<file path="src/rtl/srec_writer.sv">
// Memory-to-Motorola-S-record dump engine: reads a word region through the
// mem_controller port and streams S3 data records plus one S7 terminator.
module srec_writer #(
   parameter logic [31:0] BASE_ADDR     = 32'h8002_0000,
   parameter int          WORDS_PER_REC = 4
) (
   input  logic        clock,
   input  logic        reset,
   input  logic        start,
   input  logic [0:31] length,
   output logic [0:31] mem_address,
   output logic        mem_wren,
   input  logic [0:31] mem_data_out,
   output logic [0:7]  char_out,
   output logic        char_valid,
   input  logic        char_ready,
   output logic        busy,
   output logic        done
);

   localparam logic [2:0] IDLE = 3'd0, LOAD = 3'd1, EMIT = 3'd2, TERM = 3'd3, FIN = 3'd4;

   logic [2:0]  state;
   logic [29:0] words_left;
   logic [31:0] offset;
   logic [3:0]  n_rec, ld_cnt;
   logic [6:0]  idx;
   logic [31:0] mem_addr_q;
   logic [31:0] rec_buf [8];

   logic        is_term;
   logic [3:0]  eff_n;
   logic [31:0] rec_addr;
   logic [7:0]  rec_cnt, sum, chk, ch;
   logic [6:0]  last_idx, d;
   logic [2:0]  j;
   logic        unused;

   assign unused = ^length[30:31];

   function automatic logic [3:0] rec_words(input logic [29:0] w);
      return (w < 30'(WORDS_PER_REC)) ? w[3:0] : 4'(WORDS_PER_REC);
   endfunction

   function automatic logic [7:0] hex(input logic [3:0] n);
      return (n < 4'd10) ? 8'h30 + {4'h0, n} : 8'h37 + {4'h0, n};
   endfunction

   // Character index walks: S, type, count(2), address(8), data(8N), checksum(2), LF.
   // The S7 terminator reuses the same path with zero data words at BASE_ADDR.
   always_comb begin
      is_term  = (state == TERM);
      eff_n    = is_term ? 4'd0 : n_rec;
      rec_addr = is_term ? BASE_ADDR : BASE_ADDR + offset;
      rec_cnt  = 8'd5 + {2'b00, eff_n, 2'b00};
      sum      = rec_cnt + rec_addr[31:24] + rec_addr[23:16] + rec_addr[15:8] + rec_addr[7:0];
      for (int k = 0; k < 8; k++)
         if (4'(k) < eff_n)
            sum = sum + rec_buf[k][31:24] + rec_buf[k][23:16] + rec_buf[k][15:8] + rec_buf[k][7:0];
      chk      = ~sum;
      last_idx = 7'd14 + {eff_n, 3'b000};
      d        = idx - 7'd12;
      j        = idx[2:0] - 3'd4;
      if (idx == 7'd0)                    ch = 8'h53;
      else if (idx == 7'd1)               ch = is_term ? 8'h37 : 8'h33;
      else if (idx < 7'd4)                ch = hex(idx[0] ? rec_cnt[3:0] : rec_cnt[7:4]);
      else if (idx < 7'd12)               ch = hex(rec_addr[{3'd7 - j, 2'b00} +: 4]);
      else if (idx < last_idx - 7'd2)     ch = hex(rec_buf[d[5:3]][{3'd7 - d[2:0], 2'b00} +: 4]);
      else if (idx == last_idx - 7'd2)    ch = hex(chk[7:4]);
      else if (idx == last_idx - 7'd1)    ch = hex(chk[3:0]);
      else                                ch = 8'h0A;
   end

   assign char_valid  = (state == EMIT) || is_term;
   assign char_out    = char_valid ? ch : 8'h00;
   assign busy        = (state == LOAD) || char_valid;
   assign done        = (state == FIN);
   assign mem_wren    = 1'b0;
   assign mem_address = mem_addr_q;

   always_ff @(posedge clock) begin
      if (reset) begin
         state      <= IDLE;
         mem_addr_q <= '0;
         words_left <= '0;
         offset     <= '0;
         n_rec      <= '0;
         ld_cnt     <= '0;
         idx        <= '0;
      end else begin
         case (state)
            IDLE: if (start) begin
               words_left <= length[0:29];
               offset     <= '0;
               idx        <= '0;
               ld_cnt     <= '0;
               n_rec      <= rec_words(length[0:29]);
               if (length[0:29] != '0) begin
                  state      <= LOAD;
                  mem_addr_q <= BASE_ADDR;
               end else begin
                  state <= TERM;
               end
            end
            // Address k goes out in cycle k; its data is captured in cycle k+1.
            LOAD: begin
               if (ld_cnt + 4'd1 < n_rec)
                  mem_addr_q <= BASE_ADDR + offset + {26'b0, ld_cnt + 4'd1, 2'b00};
               if (ld_cnt == n_rec) begin
                  state <= EMIT;
                  idx   <= '0;
               end
               ld_cnt <= ld_cnt + 4'd1;
            end
            EMIT, TERM: if (char_ready) begin
               if (idx == last_idx) begin
                  idx <= '0;
                  if (is_term) begin
                     state <= FIN;
                  end else begin
                     offset     <= offset + {26'b0, n_rec, 2'b00};
                     words_left <= words_left - {26'b0, n_rec};
                     if (words_left != {26'b0, n_rec}) begin
                        state      <= LOAD;
                        ld_cnt     <= '0;
                        n_rec      <= rec_words(words_left - {26'b0, n_rec});
                        mem_addr_q <= BASE_ADDR + offset + {26'b0, n_rec, 2'b00};
                     end else begin
                        state <= TERM;
                     end
                  end
               end else begin
                  idx <= idx + 7'd1;
               end
            end
            FIN:     state <= IDLE;
            default: state <= IDLE;
         endcase
      end
   end

   always_ff @(posedge clock)
      if (state == LOAD && ld_cnt != 4'd0)
         rec_buf[ld_cnt[2:0] - 3'd1] <= mem_data_out;

endmodule

</file>
<file path="config.mk">
export PLATFORM = sky130hd
export DESIGN_NAME = srec_writer
export DESIGN_NICKNAME = d
export VERILOG_FILES = /design/src/rtl/srec_writer.sv
export SDC_FILE = /design/constraint.sdc
export NUM_CORES = 1
export LEC_CHECK = 0
export CORE_ASPECT_RATIO = 1.1
export CORE_UTILIZATION = 25
export CTS_CLUSTER_SIZE = 20
export DETAILED_ROUTE_END_ITERATION = 7
export HOLD_SLACK_MARGIN = 0.05
export RECOVER_POWER = 25
export SYNTH_ARGS = -nofsm -noshare
export SYNTH_HDL_FRONTEND = slang
export SYNTH_SLANG_ARGS = --single-unit
</file>
<file path="constraint.sdc">
create_clock -name clock -period 52.2 [get_ports clock]
set_clock_uncertainty 0.15 [all_clocks]
set_input_delay 7.83 -clock clock [delete_from_list [all_inputs] [get_ports clock]]
set_output_delay 7.83 -clock clock [all_outputs]
set_load 0.03 [all_outputs]
</file>
# After elaboration in Yosys (flattened, before gate mapping)
# Memory sizes are Yosys's and may differ from the RTL's.
# Index checks and enable logic that the tools add are counted.
dict set report word_totals {
  latchBits 0
  mem_bits_ro 0
  mem_bits_rw 256
  out_inout_bits 44
  ff_bits 112
  in_bits 68
  memories 1
}
dict set report classes {
  add_sub_neg 62
  n_reduce_logical 16
  div 0
  multipliers 0
  n_eq_ne 18
  n_lt_le_gt_ge 19
  shifts 2
  mux 72
  bitwise_logic 1
}
# memory words word_bits read_ports rd_ports_with_merged_regs wr line_no
set memory_table {}
lappend memory_table {rec_buf 8 32 9 0 1 29} ;# logic [31:0] rec_buf [8];
# op count
set op_table {}
lappend op_table {{$mux 32} 12}
lappend op_table {{$add 8x8->8} 35}
lappend op_table {{$mux 30} 4}
lappend op_table {{$mux 7} 16}
lappend op_table {{$add 32x6->32} 3}
lappend op_table {{$pmux 32 s3} 1}
lappend op_table {{$mux 8} 9}
lappend op_table {{$add 6x4->7 const A} 10}
lappend op_table {{$pmux 32 s2} 1}
lappend op_table {{$shiftx 32x6->4} 2}
lappend op_table {{$lt 30x3->1 const B} 2}
lappend op_table {{$pmux 30 s2} 1}
lappend op_table {{$mux 4} 14}
lappend op_table {{$add 32x32->32 const A} 1}
lappend op_table {{$ne 30x4->1} 1}
lappend op_table {{$reduce_bool 30->1} 1}
lappend op_table {{$sub 30x4->30} 1}
lappend op_table {{$eq 7x7->1} 3}
lappend op_table {{$pmux 7 s3} 1}
lappend op_table {{$lt 4x4->1 const B} 5}
lappend op_table {{$mux 3} 6}
lappend op_table {{$lt 3x4->1 const A} 4}
lappend op_table {{$ne 2x2->1 const B} 6}
lappend op_table {{$pmux 4 s3} 1}
lappend op_table {{40 further kinds} 50}

# Depth between registers and ports, before layout
# Gate-level depths: netlist of the first run.
dict set report logic_depth {
  ltp_word 58
  depth_mapped 101
  depth_no_buf 100
}

# Worst setup path after synthesis of the first run
# No wires, ideal clock.
dict set report synth_timing {
  kind {reg2out}
  start {register state[2]}
  end {output char_out[6] (netlist bit)}
  path_slack_ns 19.757
  t_required_ns 44.220
  path_buffers 3
  stages_incl_launch_ff 89
  t_arrival_ns 24.463
  cell_sequence {dfxtp_1 nand3b_1 clkbuf_1 clkbuf_1 clkbuf_1 nand2_1 fa_1 fa_1 fa_1 inv_1 fa_1 fa_1 fa_1 inv_1 fa_1 inv_1 fa_1 nand3_1 [... 53 more ...] nand2_1 a32oi_1 fa_1 fa_1 inv_1 fa_1 inv_1 ha_1 or2_2 a211oi_1 nand2b_1 xnor3_1 nand2_1 xnor2_1 xor2_1 a21oi_1 nand2_1 a311oi_1}
}
dict set report synth_between {
  elab_chain_cells 58
  word_cells_on_any_way 91
  classes_between {48 x add/sub; 13 x order compare; 4 x eq/ne; 1 x shift; 23 x mux; 1 x bitwise; 1 x reduce/logical}
}
# item line_no
set synth_lines {}
lappend synth_lines {{start: declaration} 23} ;# logic [2:0] state;
lappend synth_lines {{start signal: assignment} 83} ;# state <= IDLE;
lappend synth_lines {{start signal: assignment} 99} ;# state <= LOAD;
lappend synth_lines {{start signal: assignment} 102} ;# state <= TERM;
lappend synth_lines {{$eq 3x2->1} 52} ;# is_term = (state == TERM);
lappend synth_lines {{$mux 4} 53} ;# eff_n = is_term ? 4'd0 : n_rec;
lappend synth_lines {{$add 3x6->7} 55} ;# rec_cnt = 8'd5 + {2'b00, eff_n, 2'b00};
lappend synth_lines {{$add 7x8->8} 56} ;# sum = rec_cnt + rec_addr[31:24] + rec_addr[23:16] + rec_addr[15:8] + rec_addr[7:0];
lappend synth_lines {{$add 8x8->8 (3 in series)} 56}
lappend synth_lines {{$add 8x8->8 (4 in series)} 59} ;# sum = sum + rec_buf[k][31:24] + rec_buf[k][23:16] + rec_buf[k][15:8] + rec_buf[k][7:0];
lappend synth_lines {{$mux 8} 58} ;# if (4'(k) < eff_n)
lappend synth_lines {{$add 8x8->8 (4 in series)} 59}
lappend synth_lines {{[... 34 more ...]} n/a}
lappend synth_lines {{$mux 7} 70} ;# else if (idx == last_idx - 7'd1) ch = hex(chk[3:0]);
lappend synth_lines {{$mux 7} 69} ;# else if (idx == last_idx - 7'd2) ch = hex(chk[7:4]);
lappend synth_lines {{$mux 7} 68} ;# else if (idx < last_idx - 7'd2) ch = hex(rec_buf[d[5:3]][{3'd7 - d[2:0], 2'b00} +: 4]);
lappend synth_lines {{$mux 7} 67} ;# else if (idx < 7'd12) ch = hex(rec_addr[{3'd7 - j, 2'b00} +: 4]);
lappend synth_lines {{$mux 7} 66} ;# else if (idx < 7'd4) ch = hex(idx[0] ? rec_cnt[3:0] : rec_cnt[7:4]);
lappend synth_lines {{$mux 7} 65} ;# else if (idx == 7'd1) ch = is_term ? 8'h37 : 8'h33;
lappend synth_lines {{$mux 7} 64} ;# if (idx == 7'd0) ch = 8'h53;
lappend synth_lines {{$mux 8 *} 75} ;# assign char_out = char_valid ? ch : 8'h00;
lappend synth_lines {{end: declaration} 14} ;# output logic [0:7] char_out,
# Every way passes the cells marked *; elsewhere a longest branch is shown, timed or not.

# Final worst setup path of the first run
dict set report layout_timing {
  start {register offset[17]}
  end {output char_out[5] (netlist bit)}
}
dict set report layout_between {
  elab_chain_cells 57
  word_cells_on_any_way 68
  classes_between {43 x add/sub; 3 x order compare; 1 x shift; 20 x mux; 1 x bitwise}
}
# item line_no
set layout_lines {}
lappend layout_lines {{start: declaration} 25} ;# logic [31:0] offset;
lappend layout_lines {{start signal: assignment} 121} ;# offset <= offset + {26'b0, n_rec, 2'b00};
lappend layout_lines {{$add 32x32->32 *} 54} ;# rec_addr = is_term ? BASE_ADDR : BASE_ADDR + offset;
lappend layout_lines {{$mux 32 *} 54}
lappend layout_lines {{$add 7x8->8} 56}
lappend layout_lines {{$add 8x8->8 (3 in series)} 56}
lappend layout_lines {{$add 8x8->8 (4 in series)} 59}
lappend layout_lines {{$mux 8} 58}
lappend layout_lines {{$add 8x8->8 (4 in series)} 59}
lappend layout_lines {{$mux 8} 58}
lappend layout_lines {{[... 33 more ...]} n/a}
lappend layout_lines {{$mux 7} 70}
lappend layout_lines {{$mux 7} 69}
lappend layout_lines {{$mux 7} 68}
lappend layout_lines {{$mux 7 *} 67}
lappend layout_lines {{$mux 7 *} 66}
lappend layout_lines {{$mux 7 *} 65}
lappend layout_lines {{$mux 7 *} 64}
lappend layout_lines {{$mux 8 *} 75}
# Marks and branches as above.

==> run_results.csv, run 1 <==
group,metric,value,unit
placement,gp_congestion,0.948,
floorplanning,initial_utilization,25.3,%
job,maxCapViolations,6,
finish,nets,3047,
synthesis,syn-instance-count,2616,
outcome,run_status,"complete, but fails checks",
placement,dp_cells,4028,
floorplanning,die_h,342,um
clock_tree,cts_tree,"built",
route,routed_wl,87800,um
floorplanning,dieWidth,311,um
finish,fill_cells,10700,
synthesis,synth-edff-count,256,
setup_path,r2r-start,"state[2]$_SDFFE_PP0P_",
route,drt_iter0_drc,2087,
global_routing,grt_pass1_vias,20100,
sta,finalSetupTns,0,ps
placement,dp_hpwl,66300,um
global_routing,grt_overflow_total,0,
setup_path,reg2reg_to,"offset[31]$_SDFFE_PP0P_",
route,dr_total_vias,20300,
pwr,vdd_ir_drop_max,0.0277,mV
setup_path,critPathCaptureType,"output pin",
clock_tree,numCtsBuffers,44,
global_routing,grt_max_degree,80,
setup_path,critPathMaxFanout,9,
setup_path,startpoint_type,"flop",
floorplanning,num_rows,124,
synthesis,yosysTopAreaCell,"edfxtp_1",
global_routing,grt_pass1_wl,130000,um
sta,finalHoldViolations,0,
clock_tree,cts_sinks,365,
sta,maxSlewHeadroom,-94.2,%
synthesis,synth-seq-cells,365,
synthesis,yosysTopAreaCellShare,29.2,%
clock_tree,post_cts_resized,0,
min_path,min_to,"mem_address[17]$_SDFFE_PP0P_",
setup_path,slowest_stage,"clkdlybuf4s50_1",
min_path,whs_path_depth,2,
pwr,powerDensity,48.8,nW/um^2
sta,period_share,73.0,%
global_routing,grt_usage,16.3,%
finish,layout-area-overhead-vs-synth,15.9,%
clock_tree,htreeDepth,2,
sta,min_period,38130,ps
min_path,hold_start,"mem_address[17]$_SDFFE_PP0P_",
clock_tree,cts_hold_buf,0,
sta,setup_viol,0,
outcome,violations,"max-capacitance violations, max-slew violations",
finish,layout.cells.non_filler,4110,
setup_path,crit_top_cell,"fa_1",
placement,port_buffers,107,
sta,tightestPinTransition,2910,ps
synthesis,avgSynthCellArea,10.1,sq um
setup_path,path_class,"reg -> out",
route,via_per_inst,4.94,
setup_path,critPathArrivalTime,30150,ps
finish,drive_gt1_share,7.64,%
min_path,hp-class,"reg -> reg",
finish,regArea,9870,sq um
sta,rsz0062_at_grt,"false",
clock_tree,clk_latency,600,ps
sta,slew_viol_final,198,
clock_tree,post-cts-setup-buffers,0,
finish,multiInputGateArea,14800,sq um
synthesis,ys_seq_area_share,37.5,%
clock_tree,cts_buffer_depth,3,
route,drt_first_pass_iters,6,
synthesis,synth.distinct_cells,83,
setup_path,r2r_slack,45840,ps
setup_path,worstPathRequired,44220,ps
route,postRouteAntennaNets,0,
setup_path,slowest_delay,810,ps
pwr,p_leak,11.7,nW
synthesis,ys.warnings.count,0,
setup_path,r2r_cells,20,
synthesis,syn_area,26300,sq um
clock_tree,cts.clk_slew.worst_paths,70,ps
route,route.detailed.wl_per_inst,21.4,um
route,drc_errors,0,
global_routing,antenna_found_initial,4,
floorplanning,core_area,104000,sq um
clock_tree,cts_root_buffer,"clkbuf_16",
synthesis,ys.flop_type,"edfxtp_1",
sta,timing.fmax,0.0262,GHz
synthesis,async_flop_share,0,%
floorplanning,die_area,106000,sq um
floorplanning,io_pins,112,
synthesis,synth_area_leaders,"edfxtp_1 29%, fa_1 14%, dfxtp_1 8.3%",
[how the worst max path moves through the flow]
stage	startpoint	end
CTS	offset[17]$_SDFFE_PP0P_	char_out[5]
global placement	offset[17]$_SDFFE_PP0P_	char_out[5]
floorplan	state[2]$_SDFFE_PP0P_	char_out[6]
global route	offset[17]$_SDFFE_PP0P_	char_out[5]
finish	offset[17]$_SDFFE_PP0P_	char_out[5]
detailed placement	offset[17]$_SDFFE_PP0P_	char_out[5]
[flip-flops by register name, indices dropped and copies added (netlist names)]
register / flops
words_left: 30
offset: 30
n_rec: 4
idx: 7
rec_buf: 256
state: 3
ld_cnt: 4
mem_address: 31
[layout make-up]
cell class,instances,area share (%)
sequential,365,32.4
inverter,313,3.85
tap,1386,5.69
clock buffer,54,4.01
antenna,1,0.00821
timing repair buffer,149,4.46
clock inverter,27,0.907
multi-input combinational,1815,48.7
[power by group]
part | switching (mW) | total (mW) | leakage [nW] | internal (mW)
combinational | 0.516 | 0.854 | 7.77 | 0.338
sequential | 0.00489 | 0.318 | 3.19 | 0.314
clock | 0.129 | 0.317 | 0.726 | 0.188
total | 0.650 | 1.49 | 11.7 | 0.839
[synthesized netlist by cell type, types with 11 or more instances]
library cell  number
edfxtp_1         256
mux4_2            41
dfxtp_1          109
o22ai_1           14
or2_2             19
o211ai_1          25
nand2_1          250
fa_1             180
inv_1            310
a31oi_1           26
ha_1             111
or3_1             22
nand2b_1          11
nand3_1           88
buf_2             14
nor4_1            22
a21o_1            30
clkbuf_1          96
xor2_1            54
a21oi_1          131
o21ai_0           98
nor2_1           205
nor2b_1           14
a22oi_1           27
xnor2_1          118
nor3_1            51
a211oi_1          42
mux2i_1           32
and3_1            12
o21a_1            11
nand4_1           21
and2_1            14
[critical path, delay by kind of cell, from the launching register on]
family                     cells  cell delay, ps
AOI/OAI and AO/OA             17            4750
xor gates and xnor gates       9            1910
buffers and inverters         20            2050
and+or+nand+nor               17            3450
adders and majority gates     36           16800
DFF                            1             520
[kinds of logic after synthesis]
logic type,share of synthesized area (%)
simple gates,13.7
compound gates,12.1
buf+inv,6.38
flops,37.5
fa+ha+maj,19.0
xor+xnor,6.41
mux,4.94
other cells,0.0143
[layer usage]
metal  track usage [%]  routed length [um]  vias up
li1                  -                   -     9264
met2              26.4               40100      889
met4              5.62                3120        8
met3              2.89                7090      151
met1              21.7               37400    10000
met5                 0                  50        -
[placed cells by master, fill, tap and decap left out, types with 27 or more instances in the layout]
master,n
a211oi_1,41
a21o_1,30
a21oi_1,131
a22oi_1,27
buf_4,36
clkbuf_16,47
clkdlybuf4s50_1,106
dfxtp_1,109
edfxtp_1,256
fa_1,180
ha_1,111
inv_1,310
mux2i_1,32
mux4_2,41
nand2_1,250
nand3_1,88
nor2_1,201
nor3_1,48
o21ai_0,98
xnor2_1,115
xor2_1,53
[per-stage QoR]
step | power [mW] | instance area (sq um) | hold WS (ps) | setup WS, ps | utilization, %
6_report | 1.49 | 30500 | 299 | 14070 | 29.3
5_1_grt | 1.58 | 30500 | 326 | 12900 | 29.3
4_1_cts | 1.48 | 30500 | 302 | 14320 | 29.3
3_5_place_dp | 1.16 | 29000 | 293 | 15070 | 27.9
3_3_place_gp | 1.15 | 29000 | 288 | 15210 | 27.9
2_1_floorplan | 0.896 | 26300 | 282 | 19760 | -
Note: power is estimated with default switching activity, not from simulation.
==> run 2, diff against run 1 <==
==> constraint.sdc (replaced) <==
create_clock -name clock -period 31.6 [get_ports clock]
set_clock_uncertainty 0.15 [all_clocks]
set_input_delay 4.74 -clock clock [delete_from_list [all_inputs] [get_ports clock]]
set_output_delay 4.74 -clock clock [all_outputs]
set_load 0.03 [all_outputs]
==> run_results.csv, run 2 (synthesis gave the netlist of run 1 again) <==
group,metric,value,unit
setup_path,path_class,"reg -> out",
clock_tree,cts_tree,"built",
setup_path,slowest_stage,"fa_1",
placement,dp_cells,4190,
clock_tree,htreeDepth,2,
route,via_per_inst,4.91,
sta,hold_ws,297,ps
route,routed_wl,90000,um
setup_path,crit_top_cell,"fa_1",
finish,layout_common_cells,"298 x inv_1, 256 x edfxtp_1, 242 x nand2_1, 208 x buf_4, 196 x nor2_1",
min_path,hold_start,"mem_address[29]$_SDFFE_PP0P_",
floorplanning,initial_utilization,25.3,%
clock_tree,cts_sinks,365,
floorplanning,die_h,342,um
clock_tree,cts_buffer_depth,3,
outcome,violations,"max-capacitance violations, max-slew violations",
placement,dp_hpwl,68100,um
global_routing,grt_usage,16.6,%
job,maxCapViolations,6,
pwr,powerDensity,89.9,nW/um^2
placement,port_buffers,107,
route,drc_errors,0,
route,postRouteAntennaNets,0,
setup_path,critPathArrivalTime,26030,ps
floorplanning,dieWidth,311,um
sta,finalHoldViolations,0,
setup_path,worstPathRequired,26710,ps
global_routing,grt_pass1_vias,20800,
floorplanning,io_pins,112,
global_routing,antenna_found_initial,2,
finish,layout-area-overhead-vs-synth,23.6,%
finish,layout_commonest_cell,"inv_1",
route,route.detailed.wl_per_inst,21.0,um
min_path,hp-class,"reg -> reg",
pwr,p_leak,12.6,nW
clock_tree,numCtsBuffers,42,
sta,slew_viol_final,198,
placement,gp_congestion,0.952,
global_routing,grt_pass1_wl,134000,um
finish,antennaDiodeCount,0,
sta,timing.fmax,0.0323,GHz
sta,maxSlewHeadroom,-95.4,%
outcome,run_status,"complete, but fails checks",
sta,period_share,97.9,%
setup_path,critPathMaxFanout,3,
route,drt_first_pass_iters,6,
setup_path,startpoint_type,"flop",
sta,tightestPinTransition,2930,ps
finish,nets,3222,
route,dr_total_vias,21000,
setup_path,r2r-start,"state[2]$_SDFFE_PP0P_",
finish,largest_reg_flops,256,
global_routing,grt_max_degree,80,
global_routing,grt_overflow_total,0,
setup_path,crit_start,"offset[18]$_SDFFE_PP0P_",
setup_path,critPathCaptureType,"output pin",
clock_tree,clk_latency,580,ps
sta,min_period,30920,ps
setup_path,slowest_delay,620,ps
floorplanning,num_rows,124,
floorplanning,core_area,104000,sq um
sta,setup_viol,0,
floorplanning,die_area,106000,sq um
clock_tree,cts_root_buffer,"clkbuf_16",
clock_tree,cts.clk_slew.worst_paths,60,ps
route,drt_iter0_drc,2361,
pwr,vdd_ir_drop_max,0.0670,mV
finish,fin_util,31.2,%
sta,finalSetupTns,0,ps
finish,drive_gt1_share,17.5,%
finish,layout.cells.non_filler,4282,
## run 2: final timing paths
path	to	slack, ps	cells after the start
setup / recovery	char_out[6]	680	86
hold / removal	mem_address[29]$_SDFFE_PP0P_	300	2
hold reg to reg	mem_address[29]$_SDFFE_PP0P_	300	2
setup reg to reg	offset[29]$_SDFFE_PP0P_	25390	21
## run 2: timing repair
action	4_1_cts	5_1_grt
hold buffers	0	0
hold endpoints to repair	0	0
setup buffers	3	11
pin swaps	15	105
gates resized for setup	48	108
gates cloned	0	1
endpoints found under the setup margin	7	7
## run 2: stage by stage
stage	instance area [sq um]	worst slack [ps]	power, mW
floorplan	26300	2250	1.48
global placement	30300	-201	2.12
detailed placement	30300	-233	2.13
CTS	31900	3.38	2.71
global route	32500	-61.2	3.10
finish	32500	678	2.92
## run 2: cell type report
type | count | area (sq um)
fill | 10600 | 71600
multi-input combinational | 1815 | 15600
sequential | 365 | 9870
timing repair buffer | 326 | 2760
tap | 1386 | 1730
inverter | 313 | 1170
clock buffer | 54 | 1160
clock inverter | 23 | 164
## run 2: critical path: cells and delay by family (launching register included)
| family | cells | cell delay [ps] |
|---|---|---|
| and+or+nand+nor | 11 | 1830 |
| DFF | 1 | 340 |
| buffers and inverters | 24 | 2370 |
| AOI/OAI and AO/OA | 11 | 2050 |
| adders and majority gates | 37 | 18290 |
| xor gates and xnor gates | 3 | 500 |
## run 2: power by group
part	internal (mW)	switching [mW]
sequential	0.518	0.00739
combinational	0.927	0.995
clock	0.269	0.207
total	1.71	1.21
## run 2: per-layer routing
metal | vias to the layer above | global-route usage, % | part of all wire [%] | wire [um]
met3 | 179 | 3.12 | 8.1 | 7270
met5 | - | 0 | 0.038 | 34
li1 | 9595 | - | - | -
met1 | 10400 | 21.8 | 42 | 38000
met2 | 892 | 27.2 | 46 | 41100
met4 | 4 | 6.03 | 4.0 | 3570
==> run 3, diff against run 2 <==
--- a/config.mk
+++ b/config.mk
@@ -6,6 +6,7 @@
 export NUM_CORES = 1
 export LEC_CHECK = 0
 export CORE_ASPECT_RATIO = 1.1
+export CORE_MARGIN = 5
 export CORE_UTILIZATION = 25
 export CTS_CLUSTER_SIZE = 20
 export DETAILED_ROUTE_END_ITERATION = 7
==> run_results.csv, run 3 (synthesis gave the netlist of run 1 again) <==
group,metric,value,unit
setup_path,critPathMaxFanout,5,
clock_tree,numCtsBuffers,43,
global_routing,grt_max_degree,80,
pwr,p_leak,12.7,nW
outcome,violations,"max-capacitance violations, max-slew violations",
floorplanning,die_area,112000,sq um
setup_path,path_class,"reg -> out",
finish,fin_util,31.3,%
route,postRouteAntennaNets,0,
route,dr_total_vias,20900,
route,route.detailed.wl_per_inst,21.0,um
pwr,swShare,40.5,%
min_path,whs_path_depth,2,
setup_path,worstPathRequired,26710,ps
clock_tree,htreeDepth,2,
route,via_per_inst,4.88,
placement,port_buffers,107,
finish,drive_gt1_share,17.3,%
finish,layout.cells.non_filler,4282,
setup_path,crit_top_cell,"fa_1",
finish,nets,3218,
setup_path,r2r-start,"state[2]$_SDFFE_PP0P_",
clock_tree,cts_tree,"built",
outcome,run_status,"complete, but fails checks",
min_path,hp-class,"reg -> reg",
finish,layout_commonest_cell,"inv_1",
sta,timing.fmax,0.0323,GHz
clock_tree,cts_hold_buf,0,
pwr,p_sw,1.20,mW
route,drt_first_pass_iters,7,
clock_tree,cts_root_buffer,"clkbuf_16",
finish,final_area,32600,sq um
route,routed_wl,89900,um
global_routing,grt_pass1_wl,132000,um
clock_tree,cts_sinks,365,
setup_path,critPathArrivalTime,26050,ps
global_routing,antenna_found_initial,5,
route,drc_errors,0,
setup_path,slowest_stage,"fa_1",
global_routing,grt_pass1_vias,20800,
pwr,pwr-share-clk,18.3,%
sta,hold_ws,300,ps
floorplanning,io_pins,112,
setup_path,crit_start,"state[2]$_SDFFE_PP0P_",
pwr,powerDensity,90.8,nW/um^2
placement,postPlaceCellArea,30300,sq um
sta,slew_viol_final,198,
clock_tree,clk_latency,590,ps
floorplanning,initial_utilization,25.2,%
route,drt_iter0_drc,2017,
clock_tree,cts_buffer_depth,3,
floorplanning,die_h,350,um
setup_path,r2r_cells,21,
sta,tightestPinTransition,2970,ps
placement,gp_congestion,0.942,
clock_tree,cts.clk_slew.worst_paths,60,ps
finish,layout_common_cells,"300 x inv_1, 256 x edfxtp_1, 245 x nand2_1, 204 x buf_4, 194 x nor2_1",
job,maxCapViolations,6,
sta,finalSetupTns,0,ps
sta,setup_viol,0,
setup_path,slowest_delay,570,ps
pwr,intPower,1.76,mW
sta,min_period,30940,ps
global_routing,grt_overflow_total,0,
floorplanning,dieWidth,319,um
sta,period_share,97.9,%
setup_path,startpoint_type,"flop",
floorplanning,core_area,104000,sq um
global_routing,grt_usage,15.5,%
floorplanning,num_rows,124,
sta,maxSlewHeadroom,-97.9,%
pwr,pwr-share-comb,63.9,%
sta,finalHoldViolations,0,
pwr,p_seq_share,17.7,%
placement,dp_cells,4188,
min_path,hold_start,"words_left[0]$_SDFFE_PP0P_",
placement,dp_hpwl,68000,um
setup_path,critPathCaptureType,"output pin",
finish,layout-area-overhead-vs-synth,24.1,%
pwr,vdd_ir_drop_max,0.0822,mV
finish,largest_reg_flops,256,
==> run 3: worst paths after layout <==
check / to / slack [ps]
setup / recovery: char_out[5] / 660
hold reg to reg: words_left[0]$_SDFFE_PP0P_ / 300
setup reg to reg: offset[27]$_SDFFE_PP0P_ / 25480
hold / removal: words_left[0]$_SDFFE_PP0P_ / 300
==> run 3: critical path: cells and delay by family (launching register included) <==
kind | cells | cell delay, ps
fa+ha+maj | 36 | 16250
compound gates | 17 | 2750
simple gates | 15 | 2500
buf+inv | 25 | 2390
xor+xnor | 7 | 1170
flops | 1 | 320
==> run 3: area by class of cell <==
cell class	count	area [sq um]
fillers	10700	71600
repair buffers	321	2740
flip-flops and latches	365	9870
multi-input cells	1815	15500
inverters	313	1170
diodes	2	5.00
clock inverters	27	368
clock buffers	53	1190
well taps	1386	1730
==> run 3: per-stage QoR <==
step                power [mW]  setup slack (ps)
floorplan                 1.48              2250
global placement          2.13             -54.7
detailed placement        2.14             -35.0
CTS                       2.74              49.5
global route              3.14              -155
finish                    2.96               661
==> run 3: power by group through the flow <==
| stage | Combinational, mW | Sequential [mW] | Clock [mW] |
|---|---|---|---|
| floorplan | 0.946 | 0.534 | 0 |
| global placement | 1.60 | 0.535 | 0 |
| detailed placement | 1.61 | 0.535 | 0 |
| CTS | 1.66 | 0.525 | 0.555 |
| global route | 2.04 | 0.526 | 0.574 |
| finish | 1.90 | 0.525 | 0.544 |
==> run 3: per-layer routing <==
metal | part of all wire (%) | track usage [%]
met4 | 4.1 | 5.16
met1 | 42 | 20.3
met2 | 46 | 25.6
met5 | 0.030 | 0
met3 | 8.1 | 3.12
==> run 3: timing repair <==
item / 4_1_cts / 5_1_grt
resized for setup: 36 / 110
pin swaps: 11 / 78
endpoints found under the setup margin: 7 / 7
buffers inserted: 1 / 11
==> RTL change (flow settings as in run 3) <==
Reset style: asynchronous (`reset`), changed in one clocked block.
--- a/src/rtl/srec_writer.sv
+++ b/src/rtl/srec_writer.sv
@@ -80,3 +80,3 @@
 
-   always_ff @(posedge clock) begin
+   always_ff @(posedge clock or posedge reset) begin
       if (reset) begin
Formal check against the unedited RTL: differs if reset is asserted again (counterexample within 4 cycles, from zero or initial values and one cycle with reset high); with reset held inactive, the same outputs for 4 cycles.
==> RTL change against run 3 <==
  * The flow still finishes with violations (max-capacitance violations, max-slew violations)
  * Routed wire length rose by 3.2%
  * Synthesized area rose by 2.1%
  * Highest routed layer unchanged
  * Non-clock buffer count fell by 12
  * Setup slack got worse by 0.00086 ns
  * Via count fell by 0.62%
  * Design area rose by 1.4%
  * Sequential cell count did not move
  * First-iteration DRC count rose by 2.4%
  * Count of clock-buffer cells in the layout fell by 2
  * Critical path depth fell by 1
Power is left out: the tool's default activity adds up to more than one toggle a clock period on the data nets, which glitch-free logic cannot reach.
==> RTL change: results (changes against run 3) <==
| Metric | Value |
|---|---|
| YS warnings | 0 (unchanged) |
| Critical Path AT | 26.05 ns (about the same) |
| Dpl cells | 4,184 (-0.096%) |
| Failing checks | max-capacitance violations, max-slew violations |
| NumNets Final | 3,190 (-0.87%) |
| Avg Cell Area, Syn | 10.4 µm² (+3.2%) |
| First-pass DRT Iterations | 7 (unchanged) |
| Layout cells sized above 1 | 17.3% (-0.028 points) |
| Sequential area share after synthesis | 38.8% (+1.3 points) |
| Initial antenna violation count | 10 (+5) |
| Met1 usage | 20.0% (-0.33 points) |
| Max reg flops | 256 (unchanged) |
| Overall routing resource usage | 15.8% (+0.35 points) |
| Hold Path Origin | mem_address[25]$_DFFE_PP0P_ |
| Met3 usage | 3.04% (-0.080 points) |
| Max FO, Critical Path | 7 (+2) |
| Met2 Use GR | 26.6% (+1.0 points) |
| Top cells by area, synth | edfxtp_1 29%, fa_1 13%, dfrtp_1 10%, ha_1 5.2%, inv_1 4.5% |
| Worst slew pin tran | 3.09 ns (+0.124 ns) |
| Hold crit path type | reg2reg |
| Critical Path Start | offset[18]$_DFFE_PP0P_ |
| Most frequent cells after synthesis | 321 x inv_1, 266 x nand2_1, 256 x edfxtp_1 |
| Status | complete, but fails checks |
| H-tree levels | 2 (unchanged) |
| Post-synth EDFFs | 256 (unchanged) |
| Layout fillers | 10,900 (+1.0%) |
| Primary FF master, synth | edfxtp_1 |
| Async SR Flop Fraction | 29.9% (+30 points) |
| Max-Cap Viols | 6 (unchanged) |
| CP max stage delay | 0.57 ns (about the same) |
| Post-DP HPWL | 70,600 µm (+3.9%) |
| Reg-to-reg startpoint | state[2]$_DFFE_PP0P_ |
| Via Count | 20,800 (-0.62%) |
| First-pass GRT wire length | 135,000 µm (+2.2%) |
| Worst-case clock buffer depth | 3 (unchanged) |
| Final Max Tran Viols | 172 (-13%) |
| Largest net degree at the start of global routing | 57 (-29%) |
| Cell Count, Final, Fillers Out | 4,275 (-0.16%) |
| Drt wl/cell | 21.7 µm (+3.3%) |
| Netlist cell types | 96 (+16%) |
| Clock Pin Slew Worst Setup and Hold Paths | 0.06 ns (about the same) |
| I/O Buffers | 107 (unchanged) |
| DRT iter0 DRCs | 2,066 (+2.4%) |
| Placer Congestion | 0.953 (+1.1%) |
| CTS buffer count | 42 (-2.3%) |
[RTL change: worst paths after layout]
kind / end / slack [ns] / cells after the start
min reg2reg: mem_address[25]$_DFFE_PP0P_ / 0.32 / 2
min in group asynchronous: mem_address[30]$_DFFE_PP0P_ / 4.48 / 2
min: mem_address[25]$_DFFE_PP0P_ / 0.32 / 2
max in group asynchronous: idx[5]$_DFFE_PP0P_ / 25.58 / 3
max reg2reg: offset[31]$_DFFE_PP0P_ / 26.34 / 19
max: char_out[5] / 0.66 / 99
[RTL change: critical path, delay by kind of cell, from the launching register on]
family                     cells  cell delay [ns]
AOI/OAI and AO/OA             16             2.61
xor gates and xnor gates       8             1.48
adders and majority gates     37            16.68
buffers and inverters         26             2.52
DFF                            1             0.41
muxes                          2             0.45
and+or+nand+nor               10             1.30
[RTL change: per-layer routing]
metal | vias to the layer above | wire length, µm
met3 | 214 | 7220
met2 | 878 | 44000
met4 | 10 | 4800
met1 | 10200 | 36600
met5 | - | 59
li1 | 9430 | -
[RTL change: what timing repair did]
action	CTS	global route
setup buffers	5	6
resized for setup	51	125
pin swaps	34	101
setup endpoints to repair	7	7
[RTL change: cell type report]
type | instances | area, µm² | share of cell area, %
inverter | 322 | 1210 | 3.66
multi-input combinational | 1791 | 15600 | 47.1
antenna | 3 | 7.51 | 0.0227
clock buffer | 51 | 1120 | 3.37
tap | 1408 | 1760 | 5.32
sequential | 365 | 10400 | 31.5
timing repair buffer | 309 | 2640 | 7.96
clock inverter | 26 | 354 | 1.07
[RTL change: logic make-up (layout without fill, tap and decap cells)]
group	count (synthesis)	in the layout	synth area share (%)
AOI/OAI and AO/OA	496	496	11.9
other	1	5	0.0140
buffers and inverters	431	708	6.74
DFF	365	365	38.8
adders and majority gates	291	291	18.6
muxes	77	77	4.76
and+or+nand+nor	735	735	12.8
xor gates and xnor gates	190	190	6.43
[RTL change: through the flow]
step | setup WS [ns] | hold WS, ns | util (%) | cell area [µm²]
after floorplan | 2.10 | 0.300 | - | 26800
after global placement | -0.561 | 0.313 | 28.7 | 30700
after detailed placement | -0.655 | 0.317 | 28.7 | 30700
after CTS | 0.104 | 0.331 | 30.3 | 32400
after global routing | -0.0810 | 0.342 | 30.9 | 33100
final | 0.660 | 0.322 | 30.9 | 33100
